`src/rtl/mem_req_ctrl.sv`:
```
// Request controller between the MEM stage and memory2c: holds the pipeline for a
// programmable latency, issues a single memory cycle, and returns registered load data.
module mem_req_ctrl #(
  parameter int unsigned LATENCY     = 4,
  parameter bit          ALIGN_CHECK = 1'b1
) (
  input  logic        clk,
  input  logic        rst,
  input  logic        req_valid,
  input  logic        req_wr,
  input  logic [15:0] req_addr,
  input  logic [15:0] req_wdata,
  input  logic        req_dump,
  output logic        stall,
  output logic        done,
  output logic        err,
  output logic [15:0] rdata,
  output logic        mem_enable,
  output logic        mem_wr,
  output logic [15:0] mem_addr,
  output logic [15:0] mem_data_in,
  output logic        mem_createdump,
  input  logic [15:0] mem_data_out
);

  // state  | meaning
  // IDLE   | waiting for a request; dump has priority over load/store
  // WAIT   | counting down the access latency
  // ACCESS | single memory2c cycle, load data captured at its end
  // DONE   | one-cycle completion pulse (with err for unaligned)
  // DUMP   | one-cycle createdump request
  typedef enum logic [2:0] {S_IDLE, S_WAIT, S_ACCESS, S_DONE, S_DUMP} state_e;

  localparam logic [3:0] CNT_INIT = 4'((LATENCY >= 2) ? (LATENCY - 2) : 0);

  state_e      state_q, state_d;
  logic [3:0]  cnt_q, cnt_d;
  logic        wr_q, wr_d;
  logic [15:0] addr_q, addr_d;
  logic [15:0] wdata_q, wdata_d;
  logic        err_q, err_d;
  logic [15:0] rdata_q, rdata_d;

  always_ff @(posedge clk or negedge rst) begin
    if (!rst) begin
      state_q <= S_IDLE;
      cnt_q   <= 4'd0;
      wr_q    <= 1'b0;
      addr_q  <= 16'd0;
      wdata_q <= 16'd0;
      err_q   <= 1'b0;
      rdata_q <= 16'd0;
    end else begin
      state_q <= state_d;
      cnt_q   <= cnt_d;
      wr_q    <= wr_d;
      addr_q  <= addr_d;
      wdata_q <= wdata_d;
      err_q   <= err_d;
      rdata_q <= rdata_d;
    end
  end

  always_comb begin
    state_d = state_q;
    cnt_d   = cnt_q;
    wr_d    = wr_q;
    addr_d  = addr_q;
    wdata_d = wdata_q;
    err_d   = err_q;
    rdata_d = rdata_q;
    case (state_q)
      S_IDLE: begin
        if (req_dump) begin
          state_d = S_DUMP;
        end else if (req_valid) begin
          wr_d    = req_wr;
          addr_d  = req_addr;
          wdata_d = req_wdata;
          if (ALIGN_CHECK && req_addr[0]) begin
            err_d   = 1'b1;
            state_d = S_DONE;
          end else begin
            err_d = 1'b0;
            if (LATENCY == 1) begin
              state_d = S_ACCESS;
            end else begin
              state_d = S_WAIT;
              cnt_d   = CNT_INIT;
            end
          end
        end
      end
      S_WAIT: begin
        if (cnt_q == 4'd0) state_d = S_ACCESS;
        else               cnt_d   = cnt_q - 4'd1;
      end
      S_ACCESS: begin
        if (!wr_q) rdata_d = mem_data_out;
        state_d = S_DONE;
      end
      S_DONE:  state_d = S_IDLE;
      S_DUMP:  state_d = S_IDLE;
      default: state_d = S_IDLE;
    endcase
  end

  // Gating with rst forces every output low for the whole reset interval, so a
  // store caught in ACCESS never reaches memory.
  logic in_access;
  assign in_access = rst & (state_q == S_ACCESS);

  assign stall = rst & (((state_q == S_IDLE) & (req_valid | req_dump)) |
                        (state_q == S_WAIT) | (state_q == S_ACCESS) |
                        (state_q == S_DUMP));
  assign done           = rst & (state_q == S_DONE);
  assign err            = done & err_q;
  assign rdata          = rdata_q;
  assign mem_enable     = in_access;
  assign mem_wr         = in_access & wr_q;
  assign mem_addr       = in_access ? addr_q  : 16'd0;
  assign mem_data_in    = in_access ? wdata_q : 16'd0;
  assign mem_createdump = rst & (state_q == S_DUMP);

endmodule

```
`config.mk`:
```
export PLATFORM = sky130hd
export DESIGN_NAME = mem_req_ctrl
export DESIGN_NICKNAME = d
export VERILOG_FILES = /design/src/rtl/mem_req_ctrl.sv
export SDC_FILE = /design/constraint.sdc
export NUM_CORES = 1
export LEC_CHECK = 0
export CORE_MARGIN = 2
export CORE_UTILIZATION = 35
export DETAILED_ROUTE_END_ITERATION = 16
export GPL_TIMING_DRIVEN = 1
export PLACE_DENSITY = 0.67
export REMOVE_ABC_BUFFERS = 1
export SLEW_MARGIN = 15
export SYNTH_ARGS = -nofsm -noshare
export SYNTH_HDL_FRONTEND = slang
export SYNTH_SLANG_ARGS = --single-unit
export TNS_END_PERCENT = 5
```
`constraint.sdc`:
```
create_clock -name clk -period 3 [get_ports clk]
set_clock_uncertainty 0.1 [all_clocks]
set_input_delay 0.3 -clock clk [delete_from_list [all_inputs] [get_ports clk]]
set_output_delay 0.3 -clock clk [all_outputs]
set_load 0.01 [all_outputs]
```
==> results of run 1 <==
-- per-layer routing --
metal | vias up | global-route usage (%)
li1 | 877 | -
met1 | 875 | 19.0
met2 | 51 | 22.9
met3 | 5 | 3.37
met4 | 0 | 3.36
met5 | - | 0
-- cell families after synthesis --
kind of cell	after synthesis	synth area share, %
xor gates and xnor gates	1	0.324
and+or+nand+nor	59	13.5
AOI/OAI and AO/OA	12	3.57
DFF	56	51.9
buffers and inverters	14	4.77
adders and majority gates	2	0.927
muxes	50	25.0
-- worst max path at each step --
stage	start	cells past startpoint	end
2_1_floorplan	state_q[1]	3	mem_addr[0]
3_3_place_gp	state_q[0]	4	stall
3_5_place_dp	state_q[0]	4	wdata_q[10]
4_1_cts	rst	6	mem_createdump
5_1_grt	rst	6	mem_createdump
6_report	rst	7	mem_data_in[15]
-- synthesized netlist by cell type --
cell / count
clkbuf_1: 3
xnor2_1: 1
buf_2: 1
dfrtp_1: 56
a21oi_1: 5
ha_1: 2
buf_4: 1
o32ai_1: 1
or3b_2: 1
or3_1: 2
and2_1: 34
o21ai_0: 1
nand2_1: 4
o21ai_1: 1
inv_1: 3
nor2_1: 5
buf_6: 3
and3_1: 1
nor4b_2: 1
nand3_1: 1
nand2_4: 1
o32ai_4: 1
nor2_4: 1
nor3_1: 5
buf_12: 3
nor3b_1: 3
mux2_4: 30
mux2_2: 20
o21a_1: 2
a221o_1: 1
-- state kept, by name, summed over array words and instances, names as in the netlist --
signal	flops
wdata_q	16
state_q	3
addr_q	16
cnt_q	4
rdata	16
wr_q	1
-- power groups by stage --
stage | clock, mW | sequential (mW) | combinational (mW)
after floorplan | 0 | 1.37 | 0.853
after global routing | 0.483 | 1.43 | 1.60
after CTS | 0.439 | 1.37 | 1.50
after global placement | 0 | 1.37 | 1.47
final | 0.420 | 1.37 | 1.47
after detailed placement | 0 | 1.39 | 1.49
-- layout make-up --
cell class | count | area share, %
well taps | 102 | 3.26
flip-flops and latches | 56 | 35.8
clock buffers | 6 | 2.11
inverters | 3 | 0.288
clock inverters | 1 | 0.224
multi-input cells | 124 | 30.3
repair buffers | 111 | 28.0
-- per-stage QoR --
stage               hold slack (ns)  instance area (µm²)  std cells  power [mW]
floorplan                   -0.0956                 2580        183        2.22
global placement              0.275                 3810        395        2.84
detailed placement            0.270                 3810        395        2.88
CTS                           0.395                 3910        403        3.31
global route                  0.421                 3910        403        3.51
finish                        0.396                 3910        403        3.26
-- repair_timing --
action	in CTS	in global routing
hold buffers	1	0
gates resized for setup	0	0
endpoints found under the hold margin	56	0
endpoints found under the setup margin	0	0
==> results.json, run 1 <==
{
  "clock-sinks": 56,
  "fillerInstances": 699,
  "timing.final.crit_share_pct": 86.6,
  "die_y_um": 91.8,
  "pin_count": 107,
  "slowest_delay_ns": 0.54,
  "via_per_inst": 4.49,
  "clockPowerShare_pct": 12.9,
  "clock-root-buffer": "clkbuf_8",
  "pwr-share-comb_pct": 45.2,
  "yosysSeqAreaShare_pct": 51.9,
  "setup_viol": 0,
  "vias": 1808,
  "layout.cells.most_common": "clkdlybuf4s50_1",
  "yosysTopAreaCell": "dfrtp_1",
  "syn-cell-area_um2": 2700,
  "dr_wl_met2_mm": 2.70,
  "dieWidth_um": 91.8,
  "synth-seq-cells": 56,
  "cts_inserted_buffers": 5,
  "clockBufferDepth": 2,
  "synthCells": 194,
  "num_rows": 32,
  "cap_violations": 0,
  "cp_cell_sequence": "dlygate4sd3_1 > buf_2 > nand2_1 > nor3_2 > buf_4 > and2_1 > clkdlybuf4s50_1",
  "n_antenna_cell": 0,
  "drc": 0,
  "worst-r2r-cell-count": 4,
  "hold_class": "flip-flop to flip-flop",
  "first_pass_iters": 4,
  "drive_above_1_share_pct": 22.6,
  "antenna_left": 0,
  "slowest_stage": "clkdlybuf4s50_1",
  "yosys.cell_types.count": 30,
  "portBuffers": 106,
  "pre_cts_ws_ns": 0.749,
  "drt-total-wl_mm": 5.56,
  "fmax_ghz": 0.385,
  "grt_overflow": 0,
  "p_sw_share_pct": 30.2,
  "drt-met1-wl_mm": 2.51,
  "avgRoutedWirePerCell_um": 13.8,
  "multi_input_area_um2": 1180,
  "hold_depth": 1,
  "track_usage_pct": 14.0,
  "grt_pass1_wl_mm": 9.43,
  "outcome": "completed",
  "required_ns": 2.60,
  "leakage_nw": 1.72,
  "crit_type": "input pin to primary output",
  "wl_met3_um": 300,
  "cp_top_family": "buffers and inverters",
  "synthTopCellsByArea": "dfrtp_1, mux2_4, mux2_2",
  "grt_pass1_vias": 1926,
  "postCtsSetupRepairBufs": 0,
  "report.final.slew_viol_count": 0,
  "die_area_um2": 8430,
  "routed.top_layer": "met4",
  "grt_max_degree": 35,
  "fin_crit_ns": 2.60,
  "synth_top_area_share_pct": 51.9,
  "core_um2": 7610,
  "antenna_found_initial": 0,
  "ir_worst_vdd_uv": 419,
  "critPathBufInv": 4,
  "seq_power_share_pct": 41.9,
  "slew_headroom_pct": 58.6,
  "path_clk_slew_ns": 0.09,
  "clkLatencyLatePin_ns": 0.30,
  "r2r_slack_ns": 0.77,
  "rsz0062_at_grt": "no",
  "worstReg2RegStart": "state_q[0]",
  "switchingPower_uw": 985,
  "yosys_warnings": 0,
  "setup_slack_ns": 0.401,
  "crit_path_end_kind": "primary output",
  "hpwl_mm": 4.00,
  "timing.rr.end": "addr_q[4]",
  "initial_core_util_pct": 35.5,
  "nets": 356,
  "syn_area_per_cell_um2": 13.9,
  "path_max_fanout": 34,
  "hold_path_startpoint": "cnt_q[0]",
  "intPower_mw": 2.27,
  "worst_setup_path_start_kind": "input pin",
  "tns_ns": 0,
  "postLayoutCoreUtil_pct": 51.4,
  "area_growth_pct": 44.9,
  "gp_congestion": 0.770,
  "final_cell_mix": "clkdlybuf4s50_1, dfrtp_1, and2_1, mux2_4, mux2_2",
  "register_area_um2": 1400,
  "cts_tree": "built",
  "drt_iter0_markers": 38,
  "cp_data_arrival_time_ns": 2.20,
  "worst_slew_pin_slew_ns": 0.620,
  "hold_viol": 0,
  "power_density_nw_per_um2": 833,
  "hold_end": "cnt_q[0]",
  "htreeDepth": 2
}
No activity file was read; power rests on OpenSTA's default activity.
==> inputs of run 2 (changes only) <==
clock period = 3.33 ns   (was 3 ns; I/O delays follow)
==> run 2 against run 1 <==
  * Clock power decreased by 17%
  * Non-clock buffer count decreased by 3
  * Count of clock-buffer cells in the layout unchanged
  * Register-to-register slack improved by 0.29 ns
  * Final cell count decreased by 0.74%
  * Worst setup slack improved by 0.31 ns
  * Core utilization decreased by 0.51 points
  * First-iteration DRC count increased by 5.3%
  * Critical path type is now flip-flop to primary output
  * Critical endpoint is now stall
  * Largest cell class unchanged
==> results.json, run 2 (synthesis gave the netlist of run 1 again) <==
{
  "outcome": "completed",
  "dieWidth_um": 91.8,
  "tns_ns": 0,
  "portBuffers": 106,
  "intPower_mw": 2.02,
  "hpwl_mm": 3.88,
  "r2r_slack_ns": 1.06,
  "ir_worst_vdd_uv": 312,
  "final_area_um2": 3870,
  "grt_overflow": 0,
  "final_cell_mix": "clkdlybuf4s50_1, dfrtp_1, and2_1, mux2_4, mux2_2",
  "postCtsSetupRepairBufs": 0,
  "clockPowerShare_pct": 12.0,
  "p_sw_share_pct": 30.3,
  "core_um2": 7610,
  "report.final.slew_viol_count": 0,
  "via_per_inst": 4.46,
  "cts_hold_buf": 0,
  "hold_ws_ns": 0.0660,
  "cts_resized": 0,
  "grt_pass1_wl_mm": 8.96,
  "drt_iter0_markers": 40,
  "fmax_ghz": 0.382,
  "avgRoutedWirePerCell_um": 13.6,
  "pin_count": 107,
  "layout.cells.most_common": "clkdlybuf4s50_1",
  "antenna_left": 0,
  "path_clk_slew_ns": 0.10,
  "rsz0062_at_grt": "no",
  "vias": 1783,
  "leakage_nw": 1.70,
  "clock-sinks": 56,
  "clockBufferDepth": 2,
  "grt_max_degree": 59,
  "drive_above_1_share_pct": 21.8,
  "cts_tree": "built",
  "power_density_nw_per_um2": 749,
  "die_area_um2": 8430,
  "hold_viol": 0,
  "pwr-share-comb_pct": 45.4,
  "crit_type": "flip-flop to primary output",
  "grt_pass1_vias": 1845,
  "cts_inserted_buffers": 5,
  "postLayoutCoreUtil_pct": 50.9,
  "slew_headroom_pct": 31.9,
  "crit_path_end_kind": "primary output",
  "clkLatencyLatePin_ns": 0.30,
  "n_antenna_cell": 0,
  "required_ns": 2.90,
  "hold_class": "input pin to async pin",
  "cap_violations": 0,
  "worst_slew_pin_slew_ns": 1.02,
  "htreeDepth": 2,
  "place_area_um2": 3790,
  "track_usage_pct": 13.3,
  "drt-total-wl_mm": 5.43,
  "nets": 353,
  "initial_core_util_pct": 35.5,
  "path_max_fanout": 10,
  "cp_data_arrival_time_ns": 2.19,
  "switchingPower_uw": 880,
  "first_pass_iters": 4,
  "worst_setup_path_start_kind": "flip-flop",
  "gp_congestion": 0.718,
  "seq_power_share_pct": 42.6,
  "timing.final.crit_share_pct": 78.7,
  "die_y_um": 91.8,
  "fin_crit_ns": 2.62,
  "area_growth_pct": 43.4,
  "setup_viol": 0,
  "num_rows": 32,
  "drc": 0,
  "antenna_found_initial": 0,
  "clock-root-buffer": "clkbuf_8"
}
-- run 2: cell count changes in the layout (fill, tap and decap cells not counted) --
cell and change:
clkbuf_1 +1, clkinv_4 -1, clkinv_2 +1, clkbuf_8 -1
dlygate4sd3_1 -1, buf_4 -2
-- run 2: power groups by stage --
stage,sequential [mW],clock (mW),combinational [mW]
after floorplan,1.23,0,0.768
after global placement,1.24,0,1.32
after detailed placement,1.25,0,1.33
after CTS,1.24,0.362,1.34
after global routing,1.28,0.388,1.43
final,1.24,0.347,1.32
-- run 2: worst paths after layout --
kind,startpoint,to,cells after the start
max in group asynchronous,rst,addr_q[2],2
worst min-delay path,rst,cnt_q[3],2
worst min register to register,cnt_q[0],cnt_q[0],1
worst max-delay path,state_q[0],stall,4
min in group clk,cnt_q[0],cnt_q[0],1
worst max register to register,state_q[0],wdata_q[7],4
-- run 2: routing by layer --
metal | vias to the layer above | track usage [%] | part of all wire (%)
li1 | 868 | - | -
met1 | 860 | 18.0 | 46
met2 | 53 | 21.3 | 48
met3 | 2 | 3.29 | 5.1
met4 | 0 | 3.48 | 0.44
met5 | - | 0 | 0
-- run 2: cell type report --
cell class              count  area, µm²
multi-input cells         124       1180
flip-flops and latches     56       1400
repair buffers            108       1070
well taps                 102        128
fillers                   693       3730
clock inverters             1       5.00
clock buffers               6       72.6
inverters                   3       11.3
-- run 2: metrics by stage --
step / setup slack [ns] / power, mW / cells
after global placement: 0.986 / 2.56 / 393
after detailed placement: 0.947 / 2.59 / 393
after floorplan: 0.766 / 2.00 / 183
after global routing: 0.575 / 3.10 / 400
final: 0.710 / 2.90 / 400
after CTS: 0.686 / 2.94 / 400
-- run 2: critical path, stage by stage, from the launching register on --
cell and delay (ns):
dfrtp_1 0.52, or3_1 0.57, nor3_1 0.24, nor2_1 0.07
clkdlybuf4s50_1 0.49
==> inputs of run 3 (changes only) <==
PLACE_DENSITY = 0.69   (was 0.67)
clock period = 2.3 ns   (was 3.33 ns; I/O delays follow)
==> run 3 against run 2 <==
  * Sequential share of layout area down 1.6 points
  * Clock power up 85%
  * Critical path depth is the same
  * Final area up 4.9%
  * Combinational power increased by 54%
  * Core utilization grew 2.5 points
  * Largest power group unchanged
  * Worst setup slack worse by 0.69 ns
  * Count of clock-buffer cells in the layout decreased by 1
  * Largest cell class unchanged
  * Worst hold slack improved by 0.33 ns
==> results.json, run 3 (synthesis gave the netlist of run 1 again) <==
{
  "core_um2": 7610,
  "drive_above_1_share_pct": 26.6,
  "dp_cells": 402,
  "hold_class": "flip-flop to flip-flop",
  "report.final.slew_viol_count": 0,
  "layout.cells.most_common": "clkdlybuf4s50_1",
  "slowest_stage": "dfrtp_2",
  "worst_setup_path_start_kind": "flip-flop",
  "cap_violations": 0,
  "hold_viol": 0,
  "rsz0062_at_grt": "yes",
  "grt_overflow": 0,
  "nets": 366,
  "leakage_nw": 1.78,
  "path_max_fanout": 8,
  "required_ns": 1.97,
  "drt_iter0_markers": 35,
  "setup_viol": 0,
  "cp_cell_sequence": "or3_4 > nor3_4 > nor2_1 > clkdlybuf4s50_1",
  "timing.final.crit_share_pct": 99.1,
  "crit_type": "flip-flop to primary output",
  "pin_count": 107,
  "worst-r2r-cell-count": 5,
  "ir_worst_vdd_uv": 503,
  "dieWidth_um": 91.8,
  "hold_path_startpoint": "cnt_q[0]",
  "fillerInstances": 673,
  "clock-root-buffer": "clkbuf_8",
  "htreeDepth": 2,
  "grt_pass1_vias": 1941,
  "antenna_found_initial": 0,
  "postLayoutCoreUtil_pct": 53.4,
  "grt_util_met2_pct": 23.9,
  "power_density_nw_per_um2": 1090,
  "first_pass_iters": 4,
  "avgRoutedWirePerCell_um": 13.7,
  "final_area_um2": 4060,
  "clock-sinks": 56,
  "fmax_ghz": 0.439,
  "grt_max_degree": 31,
  "cp_data_arrival_time_ns": 1.95,
  "vias": 1863,
  "layoutNonFillerInstCount": 414,
  "via_per_inst": 4.50,
  "num_rows": 32,
  "hold_ws_ns": 0.391,
  "multi_input_area_um2": 1210,
  "initial_core_util_pct": 35.5,
  "n_antenna_cell": 0,
  "drc": 0,
  "clockBufferDepth": 2,
  "worstReg2RegStart": "state_q[0]",
  "critPathLaunch": "state_q[0]",
  "slew_headroom_pct": 74.2,
  "use_met3_pct": 3.04,
  "path_clk_slew_ns": 0.10,
  "die_area_um2": 8430,
  "gr-max-usage-layer": "met2",
  "hold_depth": 1,
  "antenna_left": 0,
  "grt_pass1_wl_mm": 9.52,
  "place_area_um2": 3860,
  "crit_path_end_kind": "primary output",
  "register_area_um2": 1410,
  "portBuffers": 106,
  "area_growth_pct": 50.5,
  "hpwl_mm": 4.04,
  "final_cell_mix": "clkdlybuf4s50_1, dfrtp_1, and2_1, mux2_4, mux2_2",
  "slowest_delay_ns": 0.48,
  "worst_slew_pin_slew_ns": 0.387,
  "cts_tree": "built",
  "drt-total-wl_mm": 5.66,
  "track_usage_pct": 14.0,
  "use_met1_pct": 18.4,
  "fin_crit_ns": 2.28,
  "outcome": "completed",
  "clkLatencyLatePin_ns": 0.30,
  "die_y_um": 91.8,
  "tns_ns": 0,
  "cts_inserted_buffers": 5,
  "gp_congestion": 0.781
}
## run 3: final cells by class
cell class	count	area share, %
Sequential cell	56	34.6
Multi-Input combinational cell	124	29.7
Timing Repair Buffer	121	29.6
Tap cell	102	3.14
Clock buffer	5	1.69
Clock inverter	3	1.05
Inverter	3	0.277
## run 3: critical path, delay by kind of cell, from the launching register on
kind	cells	cell delay (ns)
AND/OR/NAND/NOR	3	0.69
buffers and inverters	1	0.48
flip-flops	1	0.48
## run 3: worst paths after layout
| check | endpoint | slack (ns) |
|---|---|---|
| min reg2reg | cnt_q[0] | 0.39 |
| max | stall | 0.02 |
| max reg2reg | wdata_q[10] | 0.33 |
| max in group asynchronous | state_q[2] | 1.47 |
| min | cnt_q[0] | 0.39 |
| min in group asynchronous | state_q[0] | 0.44 |
## run 3: through the flow
step | total power, mW | worst slack (ns)
2_1_floorplan | 2.90 | -0.161
3_3_place_gp | 3.74 | 0.223
3_5_place_dp | 3.79 | 0.216
4_1_cts | 4.49 | 0.00518
5_1_grt | 4.75 | -0.0632
6_report | 4.44 | 0.0198
## run 3: where the power goes
group          internal [mW]  total (mW)  switching [mW]
combinational           1.32        2.03           0.713
clock                  0.323       0.643           0.321
sequential              1.48        1.77           0.290
## run 3: what timing repair did
| item | CTS | global route |
|---|---|---|
| setup buffers | 0 | 0 |
| hold endpoints to repair | 56 | 0 |
| gates cloned | 0 | 0 |
| hold buffers | 4 | 0 |
| gates resized for setup | 5 | 3 |
| setup endpoints to repair | 23 | 35 |
## run 3: routing by layer
layer	routed length (µm)	share of wire, %
met4	49	0.87
met1	2510	44
met2	2870	51
met3	237	4.2
met5	0	0
